==> config.mk <==
export PLATFORM = sky130hd
export DESIGN_NAME = tea_byte_framer
export DESIGN_NICKNAME = d
export VERILOG_FILES = /design/src/rtl/tea_byte_framer.sv
export SDC_FILE = /design/constraint.sdc
export NUM_CORES = 1
export LEC_CHECK = 0
export BUFFER_PORTS_ARGS = -buffer_cell sky130_fd_sc_hd__buf_2
export CORE_ASPECT_RATIO = 0.8
export CORE_MARGIN = 8
export CORE_UTILIZATION = 40
export CTS_BUF_LIST = sky130_fd_sc_hd__clkbuf_8
export CTS_CLUSTER_DIAMETER = 80
export CTS_CLUSTER_SIZE = 24
export DETAILED_ROUTE_END_ITERATION = 10
export PLACE_DENSITY_LB_ADDON = 0.25
export SLEW_MARGIN = 20
export SYNTH_ARGS = -nofsm -noshare
export SYNTH_HDL_FRONTEND = slang
export SYNTH_SLANG_ARGS = --single-unit
==> constraint.sdc <==
create_clock -name clk -period 5.4 [get_ports clk]
set_clock_uncertainty 0.05 [all_clocks]
set_input_delay 1.08 -clock clk [delete_from_list [all_inputs] [get_ports clk]]
set_output_delay 1.08 -clock clk [all_outputs]
set_load 0.005 [all_outputs]
==> src/rtl/tea_byte_framer.sv <==
// Byte-serial command framer around the TEA core: assembles key and
// plaintext from an RX byte stream, launches the core, streams ciphertext out.
module tea_byte_framer #(
    parameter int unsigned TIMEOUT_CYCLES = 1000000,
    parameter logic [7:0]  CMD_KEY        = 8'h4B,
    parameter logic [7:0]  CMD_ENC        = 8'h45
) (
    input  logic        clk,
    input  logic        reset,
    input  logic [7:0]  rx_data,
    input  logic        rx_valid,
    output logic [31:0] key1,
    output logic [31:0] key2,
    output logic [31:0] key3,
    output logic [31:0] key4,
    output logic [31:0] v1,
    output logic [31:0] v2,
    output logic        core_start,
    input  logic        core_done,
    input  logic [31:0] v1_enc,
    input  logic [31:0] v2_enc,
    output logic [7:0]  tx_data,
    output logic        tx_valid,
    input  logic        tx_ready,
    output logic        key_loaded,
    output logic        busy,
    output logic        err
);

    localparam int unsigned TW = $clog2(TIMEOUT_CYCLES + 1);
    localparam logic [TW-1:0] IDLE_LAST = TW'(TIMEOUT_CYCLES - 1);

    typedef enum logic [2:0] {
        IDLE,
        KEY,
        DATA,
        START,
        WAIT,
        SEND
    } state_t;

    state_t         state;
    state_t         state_nx;
    logic [4:0]     cnt;
    logic [TW-1:0]  idle;
    logic [127:0]   shadow;
    logic [127:0]   key;
    logic [63:0]    vreg;
    logic [63:0]    txsh;
    logic           err_nx;
    logic           cnt_clr;
    logic           key_shift;
    logic           key_commit;
    logic           v_shift;
    logic           cap;
    logic           tx_shift;
    logic           in_frame;
    logic           timeout;

    assign in_frame = (state == KEY) || (state == DATA);
    assign timeout  = in_frame && !rx_valid && (idle == IDLE_LAST);

    always_comb begin
        state_nx   = state;
        err_nx     = 1'b0;
        cnt_clr    = 1'b0;
        key_shift  = 1'b0;
        key_commit = 1'b0;
        v_shift    = 1'b0;
        cap        = 1'b0;
        tx_shift   = 1'b0;
        unique case (state)
            IDLE: begin
                if (rx_valid) begin
                    if (rx_data == CMD_KEY) begin
                        state_nx = KEY;
                        cnt_clr  = 1'b1;
                    end else if (rx_data == CMD_ENC && key_loaded) begin
                        state_nx = DATA;
                        cnt_clr  = 1'b1;
                    end else begin
                        err_nx = 1'b1;
                    end
                end
            end
            KEY: begin
                if (rx_valid) begin
                    key_shift = 1'b1;
                    if (cnt == 5'd15) begin
                        key_commit = 1'b1;
                        state_nx   = IDLE;
                    end
                end else if (timeout) begin
                    err_nx   = 1'b1;
                    state_nx = IDLE;
                end
            end
            DATA: begin
                if (rx_valid) begin
                    v_shift = 1'b1;
                    if (cnt == 5'd7) state_nx = START;
                end else if (timeout) begin
                    err_nx   = 1'b1;
                    state_nx = IDLE;
                end
            end
            START: begin
                err_nx   = rx_valid;
                state_nx = WAIT;
            end
            WAIT: begin
                err_nx = rx_valid;
                if (core_done) begin
                    cap      = 1'b1;
                    cnt_clr  = 1'b1;
                    state_nx = SEND;
                end
            end
            SEND: begin
                err_nx = rx_valid;
                if (tx_ready) begin
                    tx_shift = 1'b1;
                    if (cnt == 5'd7) state_nx = IDLE;
                end
            end
            default: state_nx = IDLE;
        endcase
    end

    always_ff @(posedge clk) begin
        if (!reset) begin
            state      <= IDLE;
            cnt        <= '0;
            idle       <= '0;
            shadow     <= '0;
            key        <= '0;
            vreg       <= '0;
            txsh       <= '0;
            key_loaded <= 1'b0;
            err        <= 1'b0;
        end else begin
            state <= state_nx;
            err   <= err_nx;
            if (cnt_clr) cnt <= '0;
            else if (key_shift || v_shift || tx_shift) cnt <= cnt + 5'd1;
            // Idle counter only runs while a frame is being collected
            if (!in_frame || rx_valid || timeout) idle <= '0;
            else idle <= idle + 1'b1;
            if (key_shift) shadow <= {shadow[119:0], rx_data};
            if (key_commit) begin
                key        <= {shadow[119:0], rx_data};
                key_loaded <= 1'b1;
            end
            if (v_shift) vreg <= {vreg[55:0], rx_data};
            if (cap) txsh <= {v1_enc, v2_enc};
            else if (tx_shift) txsh <= {txsh[55:0], 8'h00};
        end
    end

    assign key1       = key[127:96];
    assign key2       = key[95:64];
    assign key3       = key[63:32];
    assign key4       = key[31:0];
    assign v1         = vreg[63:32];
    assign v2         = vreg[31:0];
    assign core_start = (state == START);
    assign tx_valid   = (state == SEND);
    assign tx_data    = txsh[63:56];
    assign busy       = (state != IDLE);

endmodule

# Yosys cells after proc, flatten, opt, wreduce, memory -nomap -nowiden
# Cells that the tools add are included.
# Widths: inputs -> output; s select.
[word_totals]
regBits = 406
input_bits = 77
out_inout_bits = 205
wordCells = 81
[classes]
n_addsub = 2
eq_ne = 17
muxes = 34
n_bitwise = 1
n_reduce_logical = 18
[ops]
columns = ["operator", "count"]
rows = [
  ["$mux 64", 2],
  ["$mux 3", 11],
  ["$add 20x1->20 const B", 1],
  ["$eq 20x20->1 const B", 1],
  ["$mux 1", 18],
  ["$pmux 3 s6", 1],
  ["$eq 8x7->1 const B", 2],
  ["$reduce_and 7->1", 1],
  ["$eq 3x2->1 const B", 2],
  ["$eq 3x3->1 const B", 2],
  ["$ne 3x2->1 const B", 2],
  ["$reduce_or 2->1", 3],
  ["$add 5x1->5 const B", 1],
  ["$eq 5x3->1 const B", 1],
  ["$eq 5x4->1 const B", 1],
  ["$logic_or 1x1->1", 5],
  ["$ne 2x1->1 const B", 2],
  ["$ne 2x2->1 const B", 2],
  ["$eq 3x1->1 const B", 1],
  ["$logic_and 1x1->1", 3],
  ["$logic_not 3->1", 1],
  ["$ne 3x3->1 const B", 1],
  ["$pmux 1 s3", 1],
  ["$reduce_bool 3->1", 1],
  ["other kinds (5)", 6],
]

# Logic depth before layout (Yosys ltp)
[depth]
word_depth = 7
mapped_depth = 9
ltp_nobuf = 8

# Least setup slack after synthesis
# Ideal clock, no wire load.
[synth_path]
path_kind = "input-to-reg"
start = "input port rx_valid"
end = "register key[100]"
setup_time_ns = 0.070
t_arrival_ns = 2.198
t_required_ns = 5.280
setup_slack_ns = 3.081
cell_stages = 9
n_path_buf = 4
cell_sequence = "buf_2 -> and2_4 -> and2_1 -> clkbuf_1 -> nand2_1 -> buf_4 -> buf_6 -> nand2_1 -> a21oi_1"
[synth_via]
elab_chain_len = 2
[synth_rtl]
columns = ["element", "line_no", "text"]
rows = [
  ["start: declaration", "11", "input logic rx_valid,"],
  ["$mux 1", "87", "if (rx_valid) begin"],
  ["$mux 1", "72", "unique case (state)"],
  ["end signal: assignment", "151", "key <= {shadow[119:0], rx_data};"],
  ["end: declaration", "47", "logic [127:0] key;"],
]
# Every way passes these cells.
# A chain may end at the register's enable or synchronous reset.

# Final worst setup path
[layout_path]
start = "register state[0]"
end = "output port core_start"
[layout_via]
elab_chain_len = 1
[layout_rtl]
columns = ["element", "line_no", "text"]
rows = [
  ["start: declaration", "42", "state_t state;"],
  ["start signal: assignment", "142", "state <= state_nx;"],
  ["$eq 3x2->1", "166", "assign core_start = (state == START);"],
  ["end: declaration", "18", "output logic core_start,"],
]
# Every way passes these cells.

==> metrics.cfg <==
[run_status]
status=finished clean

[logic_synthesis]
ys_ff_latch=406
synth_fa_ha_area_share_pct=0.250
synth_warnings=0
syn_inst=1824
synth_top_family_by_area=simple AND/OR/NAND/NOR gates
synth_most_common_cell=nand2_1
synth_fp_nets=1904
synth_edf_count=0
async_flop_share_pct=0
yosysSeqAreaShare_pct=54.1
yosys.area_share.xor_xnor_pct=1.28
synth_top_cell_by_area=dfxtp_1
ys_types=53
ys.flop_type=dfxtp_1
muxShareOfSynthArea_pct=3.80
synth_commonest_cells=634 x nand2_1, 406 x dfxtp_1, 318 x a21oi_1, 101 x nor2_1, 77 x clkbuf_1
syn_avg_cell_area_um2=8.24
synth.area.top_cells=dfxtp_1 54%, nand2_1 16%, a21oi_1 11%
synth-compound-area-share_pct=14.5
syn_area_um2=15000
synth_top_area_share_pct=54.1
yosys.area_share.simple_pct=21.0

[critical_path]
slowest_delay_ns=0.74
crit_type=register to output port
arrival_ns=2.12
path_buf_inv=2
start_kind=register
crit_chain=inv_1, nor3_1, buf_2
required_ns=4.27
cp_slowest_cell=dfxtp_1
worst_path_dominant_cell_family=flip-flops
end_kind=output port
worst-path-max-fanout=17

[routing]
wirelength_mm=40.3
routed.top_layer=met4
wl_per_cell_um=16.2
drt_iter0_markers=1070
antenna_left=0
met2_length_mm=18.2
route.detailed.drc=0
wl_met3_mm=1.99
vias_per_cell=5.04
dr.pass1.iters=5
wl_met1_mm=19.5
via_count=12600

[placed_design]
gp_congestion=0.785
postPlaceCellArea_um2=16500
dp_hpwl_mm=27.1
portBuffers=281

[flow_run]
drv_cap=0

[clocking]
cts_root_buffer=clkbuf_8
cts_tree=built
clock_path_buffers=3
ctsResizeCount=0
clock_sinks=406
clkLatencyLatePin_ns=0.58
cts_inserted_buffers=21
ctsHoldBuffers=0
cts_max_level=1
post_cts_buffers=0
clk_pin_slew_ns=0.14

[sta]
finalSetupTns_ns=0
finalSetupViolCount=0
hold_viol_final=0
fin_crit_sh_pct=60.1
rsz0062_at_grt=false
post-route-min-period_ns=3.25
relSlewSlack_pct=31.4
max_freq_ghz=0.308
drv_slew=0
tightestPinTransition_ns=1.03

[grt]
antenna_found_initial=1
grt_first_pass_wirelength_mm=64.5
grtUsageTotal_pct=17.4
overflow=0
grt_max_degree=167
grt_pass1_vias=11700

[die]
start_util_pct=40.6
io_pins=282
rows=63
die_w_um=233
dieArea_um2=44100
die_h_um=189
core_um2=37000

[pwr]
vdd_drop_max_v=0.000124
powerDensity_nw_per_um2=261
leakage_nw=6.60

[hold_path]
worstHoldPathType=register to register

[layout]
post-route-util_pct=45.4
drive_above_1_share_pct=16.9
syn_to_final_growth_pct=12.0
final_nets=2079
design_area_um2=16800

## where the power goes
group	internal, mW	switching (mW)
logic	0.0260	0.0683
clock network	0.371	0.925
registers	3.00	0.000236
total	3.39	0.993
## layout by cell type (no fill, tap or decap), types with 2 or more instances in the layout
cell type / count
a211oi_1: 58
a21oi_1: 318
a22oi_1: 8
and2_4: 2
and3_1: 5
and3b_1: 2
buf_2: 281
buf_4: 14
clkbuf_8: 21
clkinv_2: 2
dfxtp_1: 406
ha_1: 3
inv_1: 7
mux2i_1: 57
nand2_1: 633
nand3_1: 10
nand3b_1: 2
nand4_1: 8
nand4bb_4: 2
nor2_1: 101
nor2b_1: 2
nor3_1: 5
nor4bb_1: 2
xnor2_1: 10
xor2_1: 12
## cells by family (layout without fill, tap and decap cells)
logic type                 after synthesis  count (layout)
AOI/OAI and AO/OA                      395             395
xor gates and xnor gates                22              22
adders and majority gates                3               3
buffers and inverters                  151             329
DFF                                    406             406
muxes                                   57              57
other                                    0               1
and+or+nand+nor                        790             790
## worst min-delay path: stages, from the launching register on
cell     delay (ns)
dfxtp_1        0.33
nand2_1        0.05
a21oi_1        0.05
## metrics by stage
step           instances  worst slack, ns  hold WS [ns]  power [mW]
2_1_floorplan       1824             3.08         0.380        3.11
3_3_place_gp        2463             1.74         0.388        3.16
3_5_place_dp        2463             1.71         0.393        3.16
4_1_cts             2489             2.12         0.412        4.44
5_1_grt             2490             2.00         0.437        4.55
6_report            2490             2.15         0.410        4.39
## registers in the layout, summed over array words and instances (netlist names)
register	count
cnt	5
err	1
idle	20
key	128
key_loaded	1
shadow	120
state	3
txsh	64
vreg	64
## cell type report
type                    count  area, um^2
flip-flops and latches    406        8130
multi-input cells        1267        6190
well taps                 487         609
clock inverters             5        38.8
inverters                   7        33.8
fillers                  3777       20200
diodes                      1        2.50
clock buffers              21         289
repair buffers            296        1530
## worst paths after layout
kind | endpoint | startpoint | slack, ns | cells after the start
max | core_start | state[0]$_SDFFE_PN0P_ | 2.15 | 3
min | key[75]$_SDFFE_PN0P_ | key[75]$_SDFFE_PN0P_ | 0.41 | 2
max reg2reg | key[99]$_SDFFE_PN0P_ | state[0]$_SDFFE_PN0P_ | 2.33 | 6
min reg2reg | key[75]$_SDFFE_PN0P_ | key[75]$_SDFFE_PN0P_ | 0.41 | 2
## per-layer routing
layer | up-vias | GRT usage, %
met5 | - | 0
met4 | 0 | 3.08
met3 | 42 | 2.71
met2 | 266 | 27.7
met1 | 5927 | 24.9
li1 | 6318 | -
Note: power is estimated with default switching activity, not from simulation.
